**config.mk**
```make
export PLATFORM = sky130hd
export DESIGN_NAME = quan_scal_fac_adap
export DESIGN_NICKNAME = d
export VERILOG_FILES = /design/src/rtl/quan_scal_fac_adap_pkg.sv /design/src/rtl/quan_scal_funct_w.sv /design/src/rtl/quan_scal_mix.sv /design/src/rtl/quan_scal_fac_adap.sv
export SDC_FILE = /design/constraint.sdc
export NUM_CORES = 1
export LEC_CHECK = 0
export BUFFER_PORTS_ARGS = -buffer_cell sky130_fd_sc_hd__buf_2
export CORE_MARGIN = 4
export CORE_UTILIZATION = 60
export DETAILED_ROUTE_END_ITERATION = 7
export PLACE_DENSITY = 0.81
export SLEW_MARGIN = 10
export SYNTH_ARGS = -nofsm -noshare
export SYNTH_HDL_FRONTEND = slang
export SYNTH_SLANG_ARGS = --single-unit
export TNS_END_PERCENT = 10
```
**constraint.sdc**
```tcl
create_clock -name clk -period 11.9 [get_ports clk]
set_clock_uncertainty 0.15 [all_clocks]
set_input_delay 1.19 -clock clk [delete_from_list [all_inputs] [get_ports clk]]
set_output_delay 1.19 -clock clk [all_outputs]
set_load 0.005 [all_outputs]
```
**src/rtl/quan_scal_fac_adap_pkg.sv**
```systemverilog
// Shared constants for the G.726 quantizer scale-factor adaptation block:
// rate encodings, homing values, LIMB bounds and the FUNCTW log-weight tables.
package quan_scal_fac_adap_pkg;

  typedef enum logic [1:0] {
    RATE_40K = 2'd0,
    RATE_32K = 2'd1,
    RATE_24K = 2'd2,
    RATE_16K = 2'd3
  } rate_e;

  localparam logic [12:0] YU_HOME = 13'd544;
  localparam logic [18:0] YL_HOME = 19'd34816;
  localparam logic [12:0] YU_MIN  = 13'd544;
  localparam logic [12:0] YU_MAX  = 13'd5120;

  // WI entries are 12-bit two's complement, indexed by the magnitude IM.
  localparam logic [11:0] WI_40K [16] = '{
    12'd14,  12'd14,  12'd24,  12'd39,  12'd40,  12'd41,  12'd58,  12'd100,
    12'd141, 12'd179, 12'd219, 12'd280, 12'd358, 12'd440, 12'd529, 12'd696
  };
  localparam logic [11:0] WI_32K [8] = '{
    12'd4084, 12'd18, 12'd41, 12'd64, 12'd112, 12'd198, 12'd355, 12'd1122
  };
  localparam logic [11:0] WI_24K [4] = '{12'd4092, 12'd30, 12'd137, 12'd582};
  localparam logic [11:0] WI_16K [2] = '{12'd4074, 12'd439};

endpackage

```
**src/rtl/quan_scal_funct_w.sv**
```systemverilog
// FUNCTW: maps the right-justified ADPCM codeword to its log-domain weight WI.
module quan_scal_funct_w
  import quan_scal_fac_adap_pkg::*;
(
  input  logic [4:0]  i_i,
  input  rate_e       rate_i,
  output logic [11:0] wi_o
);

  // The sign bit sits just above the magnitude; a set sign inverts the magnitude.
  logic [3:0] im_40k;
  logic [2:0] im_32k;
  logic [1:0] im_24k;
  logic       im_16k;

  assign im_40k = i_i[3:0] ^ {4{i_i[4]}};
  assign im_32k = i_i[2:0] ^ {3{i_i[3]}};
  assign im_24k = i_i[1:0] ^ {2{i_i[2]}};
  assign im_16k = i_i[0]   ^ i_i[1];

  // NOTE: default assigned before the case so no path leaves wi_o unassigned (no latch).
  always_comb begin
    wi_o = WI_40K[im_40k];
    unique case (rate_i)
      RATE_40K: wi_o = WI_40K[im_40k];
      RATE_32K: wi_o = WI_32K[im_32k];
      RATE_24K: wi_o = WI_24K[im_24k];
      RATE_16K: wi_o = WI_16K[im_16k];
      default:  wi_o = WI_40K[im_40k];
    endcase
  end

endmodule

```
**src/rtl/quan_scal_mix.sv**
```systemverilog
// MIX: blends the fast (YU) and slow (YL>>6) scale factors by AL/64.
module quan_scal_mix (
  input  logic [12:0] yu_i,
  input  logic [12:0] yls_i,
  input  logic [6:0]  al_i,
  output logic [12:0] y_o
);

  logic [13:0] dif;
  logic [12:0] difm;
  logic [19:0] prod_full;
  logic [13:0] prodm;
  logic [13:0] prod;

  // The multiply runs on the magnitude so the scaling truncates toward zero.
  assign dif       = {1'b0, yu_i} - {1'b0, yls_i};
  assign difm      = dif[13] ? 13'(14'd0 - dif) : dif[12:0];
  assign prod_full = {7'd0, difm} * {13'd0, al_i};
  assign prodm     = 14'(prod_full >> 6);
  assign prod      = dif[13] ? 14'd0 - prodm : prodm;
  assign y_o       = 13'({1'b0, yls_i} + prod);

endmodule

```
**src/rtl/quan_scal_fac_adap.sv**
```systemverilog
// G.726 quantizer scale-factor adaptation: FUNCTW -> FILTD -> LIMB -> FILTE
// update of YU/YL on each sample strobe, with a combinational MIX to Y.
module quan_scal_fac_adap
  import quan_scal_fac_adap_pkg::*;
(
  input  logic        clk,
  input  logic        reset,
  input  logic [4:0]  I,
  input  logic [1:0]  RATE,
  input  logic [6:0]  AL,
  input  logic        dly_strb,
  output logic [12:0] Y,
  input  logic        test_mode,
  input  logic        scan_enable,
  input  logic        scan_in0,
  input  logic        scan_in1,
  input  logic        scan_in2,
  input  logic        scan_in3,
  input  logic        scan_in4,
  output logic        scan_out0,
  output logic        scan_out1,
  output logic        scan_out2,
  output logic        scan_out3,
  output logic        scan_out4
);

  logic [12:0] yu_q, yu_d;
  logic [18:0] yl_q, yl_d;
  logic [11:0] wi;
  logic [16:0] filtd_dif;
  logic [12:0] filtd_difsx;
  logic [12:0] yut;
  logic [20:0] yl_comp;
  logic [13:0] filte_dif;

  quan_scal_funct_w u_funct_w (
    .i_i    (I),
    .rate_i (rate_e'(RATE)),
    .wi_o   (wi)
  );

  // FILTD: arithmetic shift of the 17-bit difference sign-extends DIF>>5 into 13 bits.
  assign filtd_dif   = {wi, 5'd0} - {4'd0, yu_q};
  assign filtd_difsx = 13'($signed(filtd_dif) >>> 5);
  assign yut         = yu_q + filtd_difsx;

  always_comb begin
    yu_d = yut;
    if (yut < YU_MIN)      yu_d = YU_MIN;
    else if (yut > YU_MAX) yu_d = YU_MAX;
  end

  // FILTE: adds YUP - YL/64 (as a 14-bit modular difference) to the slow state.
  assign yl_comp   = 21'h10_0000 - {2'd0, yl_q};
  assign filte_dif = {1'b0, yu_d} + 14'(yl_comp >> 6);
  assign yl_d      = yl_q + {{5{filte_dif[13]}}, filte_dif};

  // NOTE: state updates use non-blocking assignments; the async reset has priority over the strobe.
  always_ff @(posedge clk or negedge reset) begin
    if (!reset) begin
      yu_q <= YU_HOME;
      yl_q <= YL_HOME;
    end else if (dly_strb) begin
      yu_q <= yu_d;
      yl_q <= yl_d;
    end
  end

  quan_scal_mix u_mix (
    .yu_i  (yu_q),
    .yls_i (yl_q[18:6]),
    .al_i  (AL),
    .y_o   (Y)
  );

  // Scan chains are stitched at synthesis; the DFT inputs have no functional role.
  logic unused_dft;
  assign unused_dft = &{1'b0, test_mode, scan_enable,
                        scan_in0, scan_in1, scan_in2, scan_in3, scan_in4};

  assign scan_out0 = 1'b0;
  assign scan_out1 = 1'b0;
  assign scan_out2 = 1'b0;
  assign scan_out3 = 1'b0;
  assign scan_out4 = 1'b0;

endmodule

```
== Word-level counts from Yosys, hierarchy flattened ==
Memories as Yosys holds them, arrays and structs flattened.
Cells that the tools add are included.

* Magnitude comparators: 6
* Multiplexer cells: 15
* Equal/unequal tests: 3
* Reductions and logical operators: 1
* $add $sub $neg: 9
* Bitwise gates (word level): 8
* $mul: 1

{| class="wikitable"
|+ Operators by type and width
! cell !! number
|-
| $mux 12 || 9
|-
| $mux 13 || 4
|-
| $pmux 12 s4 || 1
|-
| $add 13x13->13 || 2
|-
| $sub 1x13->13 const A || 2
|-
| $bmux 12 s2 || 1
|-
| $sub 1x19->20 const A || 1
|-
| $add 19x19->19 || 1
|-
| $mul 13x7->19 || 1
|-
| $sub 17x13->17 || 1
|-
| $add 13x14->14 || 1
|-
| $sub 13x13->14 || 1
|-
| $gt 13x13->1 const B || 1
|-
| $lt 13x10->1 const B || 1
|-
| $ge 5x5->1 const B || 1
|-
| $not 4->5 || 1
|-
| $eq 2x2->1 const B || 2
|-
| $ge 4x4->1 const B || 1
|-
| $not 3->4 || 1
|-
| $xor 4x4->4 || 1
|-
| $ge 3x3->1 const B || 1
|-
| $not 2->3 || 1
|-
| $xor 3x3->3 || 1
|-
| $eq 2x1->1 const B || 1
|-
| other kinds (5) || 5
|}

* Word-level logic and storage cells: 47
* Register bits: 32
* ROM bits: 288
* Input port bits: 24
* Memories kept: 2

{| class="wikitable"
|+ Memories
! name !! depth !! bits a word !! rd ports !! clocked after Yosys merged registers in !! write ports !! RTL line !! source
|-
| (name not given) || 16 || 12 || 1 || 0 || 0 || quan_scal_funct_w.sv:23 || <nowiki>wi_o = WI_40K[im_40k];</nowiki>
|-
| (name not given) || 8 || 12 || 1 || 0 || 0 || quan_scal_funct_w.sv:26 || <nowiki>RATE_32K: wi_o = WI_32K[im_32k];</nowiki>
|}

== Longest topological paths before layout ==
Gate-level depths: netlist of run 1.

* Word-level depth: 13
* Depth in mapped cells: 50

== Hierarchy ==
Synthesis of run 1 repeated with hierarchy kept, for this count alone.

* Cell total of the unflattened synthesis: 1230
* Area, all modules: 9868.2 um^2

{| class="wikitable"
|+ By module, submodules not included
! module !! area an instance (um^2) !! sequential area each (um^2) !! cells each !! instances
|-
| quan_scal_mix || 4678.2 || 0.0 || 594 || 1
|-
| quan_scal_fac_adap || 4062.6 || 805.8 || 466 || 1
|-
| quan_scal_funct_w || 1127.3 || 0.0 || 170 || 1
|}

== Worst setup path before layout of run 1 ==
OpenSTA, ideal clock, no wires.

* Path type: register to output
* From: register yl_q[7]
* To: output Y[12]
* Cell stages (with the launch flop): 48
* Data arrival time: 9.100 ns
* Data required time: 10.560 ns
* Path slack: 1.460 ns
* Path through: dfrtp_1 inv_1 ha_1 nor2b_1 o21ai_1 a21boi_0 o21ai_0 a21boi_1 o2111ai_1 a21boi_1 o21ai_0 nor2b_1 clkbuf_1 clkbuf_1 nand2_1 xnor2_1 and2_1 fa_1 (+12 left out) ha_1 nand2_1 o21ai_0 fa_1 a21o_1 a21oi_1 nor2b_1 o21ai_0 nand2_1 a21oi_1 o21ba_2 o21bai_1 a21oi_1 o21ai_0 xnor2_1 xnor2_1 xnor2_1 xnor2_1

* Longest elaborated chain between the ends: 7

{| class="wikitable"
|+ RTL lines
! element !! RTL line !! source
|-
| start: declaration || quan_scal_fac_adap.sv:28 || <nowiki>logic [18:0] yl_q, yl_d;</nowiki>
|-
| start signal: assignment || quan_scal_fac_adap.sv:65 || <nowiki>yl_q <= yl_d;</nowiki>
|-
| $sub 13x13->14 || quan_scal_mix.sv:16 || <nowiki>assign dif = {1'b0, yu_i} - {1'b0, yls_i};</nowiki>
|-
| $sub 1x13->13 || quan_scal_mix.sv:17 || <nowiki>assign difm = dif[13] ? 13'(14'd0 - dif) : dif[12:0];</nowiki>
|-
| $mux 13 || quan_scal_mix.sv:17 ||
|-
| $mul 13x7->19 || quan_scal_mix.sv:18 || <nowiki>assign prod_full = {7'd0, difm} * {13'd0, al_i};</nowiki>
|-
| $sub 1x13->13 || quan_scal_mix.sv:20 || <nowiki>assign prod = dif[13] ? 14'd0 - prodm : prodm;</nowiki>
|-
| $mux 13 || quan_scal_mix.sv:20 ||
|-
| $add 13x13->13 * || quan_scal_mix.sv:21 || <nowiki>assign y_o = 13'({1'b0, yls_i} + prod);</nowiki>
|-
| end: declaration || quan_scal_fac_adap.sv:12 || <nowiki>output logic [12:0] Y,</nowiki>
|}

Every way passes the cells marked *; elsewhere a longest branch is shown, timed or not.

== Worst setup path in the final report of run 1 ==
* From: register yl_q[8]
* To: output Y[12]

Same word-level chain as after synthesis.

==> results.cfg, run 1 <==
[run_status]
outcome = finished, final reports clean

[floorplanning]
core-area_um2 = 14800
start_util_pct = 62.0
rows = 44
die_h_um = 132
die_area_um2 = 17300
chipWidth_um = 132
ios = 42

[logic_synthesis]
netlist_area_um2 = 9150
ys_top_cells_by_area = ha_1, fa_1, xnor2_1
netlist_instances = 1189
synth_cell_type_count = 87
async_flop_share_pct = 100
postSynthAreaPerCell_um2 = 7.70
yosysTopAreaCell = ha_1
synth_warnings = 0
synth-edff-count = 0
synth_top_area_share_pct = 16.1
ys_ff_latch = 32
ys.flop_type = dfrtp_1
ys_seq_area_share_pct = 8.80

[clock_network]
numCtsBuffers = 5
cts.htree.levels = 2
cts_tree = yes
clock_path_buffers = 2
cts.sinks = 32
post_cts_buffers = 0
insertion_delay_ns = 0.28
root_buffer = clkbuf_16
path_clk_slew_ns = 0.06

[grt]
overflow = 0
grt_max_degree = 51
antenna_found_initial = 0
grt_use_total_pct = 25.4
grt_pass1_vias = 8043
grt_pass1_wl_um = 37900

[worst_setup_path]
cpMaxStageDelayCell = fa_1
cp_max_fo = 17
timing.rr.start = yu_q[5]$_DFFE_PN1P_
crit_type = flip-flop to output pin
crit_path_max_incr_delay_ns = 0.53
cp_data_arrival_time_ns = 9.90
crit_start = yl_q[8]$_DFFE_PN0P_
worstSetupStartpointType = flip-flop
cp.required_ns = 10.56
cp-end-kind = output pin

[drt]
top_layer = met4
ant_nets = 0
wl_met1_um = 10100
avgViaCountPerCell = 6.08
routed-via-count = 8419
wl_met3_um = 1130
drc = 0
dr.first_iter.drc_count = 514
avgRoutedWirePerCell_um = 15.9
firstDrtPassIters = 7
wl_met2_um = 10400
wl_um = 22100

[timing]
tightest_slew_ns = 0.911
timing.final.crit_share_pct = 94.4
hold_viol_final = 0
rsz0062_at_grt = false
min_period_ns = 11.24
tns_ns = 0
fmax_mhz = 89.0
relSlewSlack_pct = 39.3
drv_slew = 0
setup_viol = 0

[final_layout]
fillers = 1296
layout_common_cells = nand2_1, inv_1, ha_1, xnor2_1, nor2_1
final_common_cell = nand2_1
layout-drive-gt1-share_pct = 8.50
syn_to_final_growth_pct = 5.17
nets = 1398
num_antenna_cells = 0
ff_latch_area_um2 = 808
multiInputGateArea_um2 = 7710

[flow_run]
cap_violations = 0

[hold_path]
hp-class = flip-flop to flip-flop
worstHoldStart = yu_q[9]$_DFFE_PN1P_

[placement]
dp_hpwl_um = 17800
portBuffers = 29
globalplace.congestion = 0.907
==> critical path: cells and delay by family, from the launching register on <==
family	cells	cell delay, ns
fa+ha+maj	8	3.41
simple gates	6	0.67
flops	1	0.45
buf+inv	6	0.88
xor+xnor	6	1.02
compound gates	18	3.19
==> sequential cells by signal, summed over array words and instances (netlist names) <==
name  cells
yl_q     19
yu_q     13
==> stage by stage <==
stage / cells / instance area, µm² / utilization, % / hold WS, ns / worst slack (ns)
2_1_floorplan: 1193 / 9170 / - / 0.351 / 1.46
3_3_place_gp: 1376 / 9450 / 64.0 / 0.384 / 0.950
3_5_place_dp: 1376 / 9450 / 64.0 / 0.390 / 0.675
4_1_cts: 1384 / 9600 / 65.1 / 0.397 / 0.314
5_1_grt: 1384 / 9630 / 65.2 / 0.420 / 0.0324
6_report: 1384 / 9630 / 65.2 / 0.393 / 0.661
==> synth_stat cells (8+ instances only) <==
master and instances:
o21ai_0 66, inv_1 120, buf_1 9, o21ai_1 10
o21a_1 11, and2_1 36, nor2_1 83, nand2b_1 13
o31ai_1 10, o211ai_1 9, clkbuf_1 21, nor2b_1 19
nor3_1 23, fa_1 57, a21oi_1 78, a21o_1 21
mux2i_1 8, o21bai_1 16, nand3_1 15, xor2_1 25
o22ai_1 8, a31oi_1 13, mux2_2 11, xnor2_1 90
nand2_1 138, a211oi_1 9, ha_1 118, dfrtp_1 28
==> timing repair <==
item,4_1_cts,5_1_grt
hold buffers,0,0
setup endpoints to repair,0,1
gates resized for setup,0,9
==> final timing paths <==
path,to,slack [ns],cells after the start
worst min-delay path,yu_q[9]$_DFFE_PN1P_,0.39,2
worst max register to register,yl_q[18]$_DFFE_PN0P_,3.31,36
worst max-delay path,Y[12],0.66,44
worst min register to register,yu_q[9]$_DFFE_PN1P_,0.39,2
max in group asynchronous,yl_q[8]$_DFFE_PN0P_,10.27,1
min in group asynchronous,yl_q[1]$_DFFE_PN0P_,0.82,1
==> layout make-up <==
class	instances	area share (%)
sequential	32	8.40
tap	184	2.39
timing repair buffer	44	2.68
multi-input combinational	992	80.0
clock buffer	8	1.62
inverter	124	4.86
==> kinds of logic after synthesis <==
group / share of synthesized area [%]
simple gates: 18.9
compound gates: 22.3
fa+ha+maj: 28.7
buf+inv: 7.42
xor+xnor: 11.4
flops: 8.80
mux: 2.39
other cells: 0.0410
==> per-layer routing <==
metal  global-route usage, %  vias up
met4                    5.95        0
met1                    35.8     4026
met5                       0        -
li1                        -     4110
met2                    42.8      246
met3                    1.99       37
Power of run 1 is not shown: default switching activity piles up to over one toggle a cycle in this logic, so the estimate is an artifact.
==> run 2, diff against run 1 <==
--- a/config.mk
+++ b/config.mk
@@ -7,9 +7,9 @@
 export LEC_CHECK = 0
 export BUFFER_PORTS_ARGS = -buffer_cell sky130_fd_sc_hd__buf_2
 export CORE_MARGIN = 4
-export CORE_UTILIZATION = 60
+export CORE_UTILIZATION = 45
 export DETAILED_ROUTE_END_ITERATION = 7
-export PLACE_DENSITY = 0.81
+export PLACE_DENSITY = 0.64
 export SLEW_MARGIN = 10
 export SYNTH_ARGS = -nofsm -noshare
 export SYNTH_HDL_FRONTEND = slang
==> run 2 against run 1 <==
Critical path depth down 1. Non-clock buffer count decreased by 1. Flip-flop and latch count is the same. Hold slack better by 0.0070 ns. Via count shrank 2.2%. Worst setup slack better by 0.14 ns. Global-route usage is 5.4 points lower. First-iteration DRC count down 6.4%. Final cell count is 5.7% higher.
==> results.cfg, run 2 (same netlist as run 1, synthesis figures left out) <==
[run_status]
outcome = finished, final reports clean

[hold_path]
hp-class = flip-flop to flip-flop
hold_path_depth = 1
min_to = yl_q[3]$_DFFE_PN0P_
worstHoldStart = yl_q[3]$_DFFE_PN0P_

[drt]
firstDrtPassIters = 5
avgViaCountPerCell = 5.63
avgRoutedWirePerCell_um = 15.1
wl_um = 22100
drc = 0
ant_nets = 0
dr.first_iter.drc_count = 481
routed-via-count = 8232

[timing]
min_period_ns = 11.10
setup_viol = 0
relSlewSlack_pct = 39.6
hold_viol_final = 0
rsz0062_at_grt = false
setup_ws_ns = 0.798
tns_ns = 0
fmax_mhz = 90.1
timing.final.crit_share_pct = 93.3
drv_slew = 0
tightest_slew_ns = 0.906

[placement]
globalplace.congestion = 0.891
pre_cts_slack_ns = 0.554
portBuffers = 29
dp_hpwl_um = 18200
placedCellCount = 1455

[floorplanning]
rows = 51
chipWidth_um = 151
start_util_pct = 46.4
core-area_um2 = 19700
die_area_um2 = 22700
die_h_um = 151
ios = 42

[grt]
overflow = 0
antenna_found_initial = 0
grt_pass1_vias = 7775
grt_pass1_wl_um = 37600
grt_max_degree = 51
grt_use_total_pct = 20.1

[final_layout]
largest-register = yl_q
fillers = 1914
final_core_util_pct = 49.3
layout_common_cells = nand2_1, inv_1, ha_1, xnor2_1, nor2_1
instances_no_fill = 1463
num_antenna_cells = 0
syn_to_final_growth_pct = 6.29
largest_register_ffs = 19
nets = 1397
final_common_cell = nand2_1
top_regs = yl_q x19, yu_q x13
layout-drive-gt1-share_pct = 8.26

[clock_network]
path_clk_slew_ns = 0.05
insertion_delay_ns = 0.28
cts_tree = yes
numCtsBuffers = 5
cts.sinks = 32
clock_path_buffers = 2
root_buffer = clkbuf_16
cts_hold_buf = 0
cts.htree.levels = 2

[worst_setup_path]
worstSetupStartpointType = flip-flop
r2r_slack_ns = 3.29
timing.rr.start = yu_q[5]$_DFFE_PN1P_
cpMaxStageDelayCell = fa_1
cpMostUsedCell = xnor2_1
crit_path_max_incr_delay_ns = 0.54
cp_max_fo = 14
timing.rr.end = yl_q[18]$_DFFE_PN0P_
crit_type = flip-flop to output pin
cp_data_arrival_time_ns = 9.76
cp.required_ns = 10.56
ff2ff_path_depth = 36
cp-end-kind = output pin

[flow_run]
cap_violations = 0
[run 2: critical path, delay by kind of cell, from the launching register on]
kind / cells / cell delay, ns
simple gates: 10 / 1.46
fa+ha+maj: 7 / 3.04
flops: 1 / 0.45
xor+xnor: 7 / 1.24
compound gates: 14 / 2.61
buf+inv: 5 / 0.63
[run 2: cell type report]
type	instances	area (µm²)	share of cell area, %
multi-input cells	992	7720	79.4
flip-flops and latches	32	806	8.28
inverters	124	468	4.81
well taps	265	332	3.41
repair buffers	43	250	2.57
clock buffers	7	153	1.57
[run 2: how the worst max path moves through the flow]
stage	startpoint	endpoint	slack (ns)	cells after the start
after floorplan	yl_q[7]$_DFFE_PN0P_	Y[12]	1.46	47
after global placement	yu_q[1]$_DFFE_PN0P_	Y[12]	0.63	43
after detailed placement	yl_q[8]$_DFFE_PN0P_	Y[12]	0.55	43
after CTS	yl_q[8]$_DFFE_PN0P_	Y[12]	0.22	43
after global routing	yu_q[1]$_DFFE_PN0P_	Y[12]	0.04	44
final	yu_q[1]$_DFFE_PN0P_	Y[12]	0.80	43
[run 2: repair_timing]
action | 4_1_cts | 5_1_grt
hold endpoints to repair | 0 | 0
buffers inserted | 0 | 1
endpoints found under the setup margin | 0 | 3
gates resized for setup | 0 | 9
[run 2: through the flow]
step / instance area, µm² / hold WS, ns
after floorplan: 9170 / 0.351
after global placement: 9530 / 0.389
after detailed placement: 9530 / 0.389
after CTS: 9680 / 0.401
after global routing: 9730 / 0.423
final: 9730 / 0.400
[run 2: layer usage]
| metal | share of wire, % | vias to the layer above | GRT usage (%) |
|---|---|---|---|
| met5 | 0 | - | 0 |
| met4 | 1.2 | 0 | 3.54 |
| met3 | 3.4 | 20 | 1.32 |
| met2 | 46 | 155 | 33.3 |
| met1 | 49 | 3931 | 29.1 |
| li1 | - | 4126 | - |
Power of run 2 is left out for the same reason.
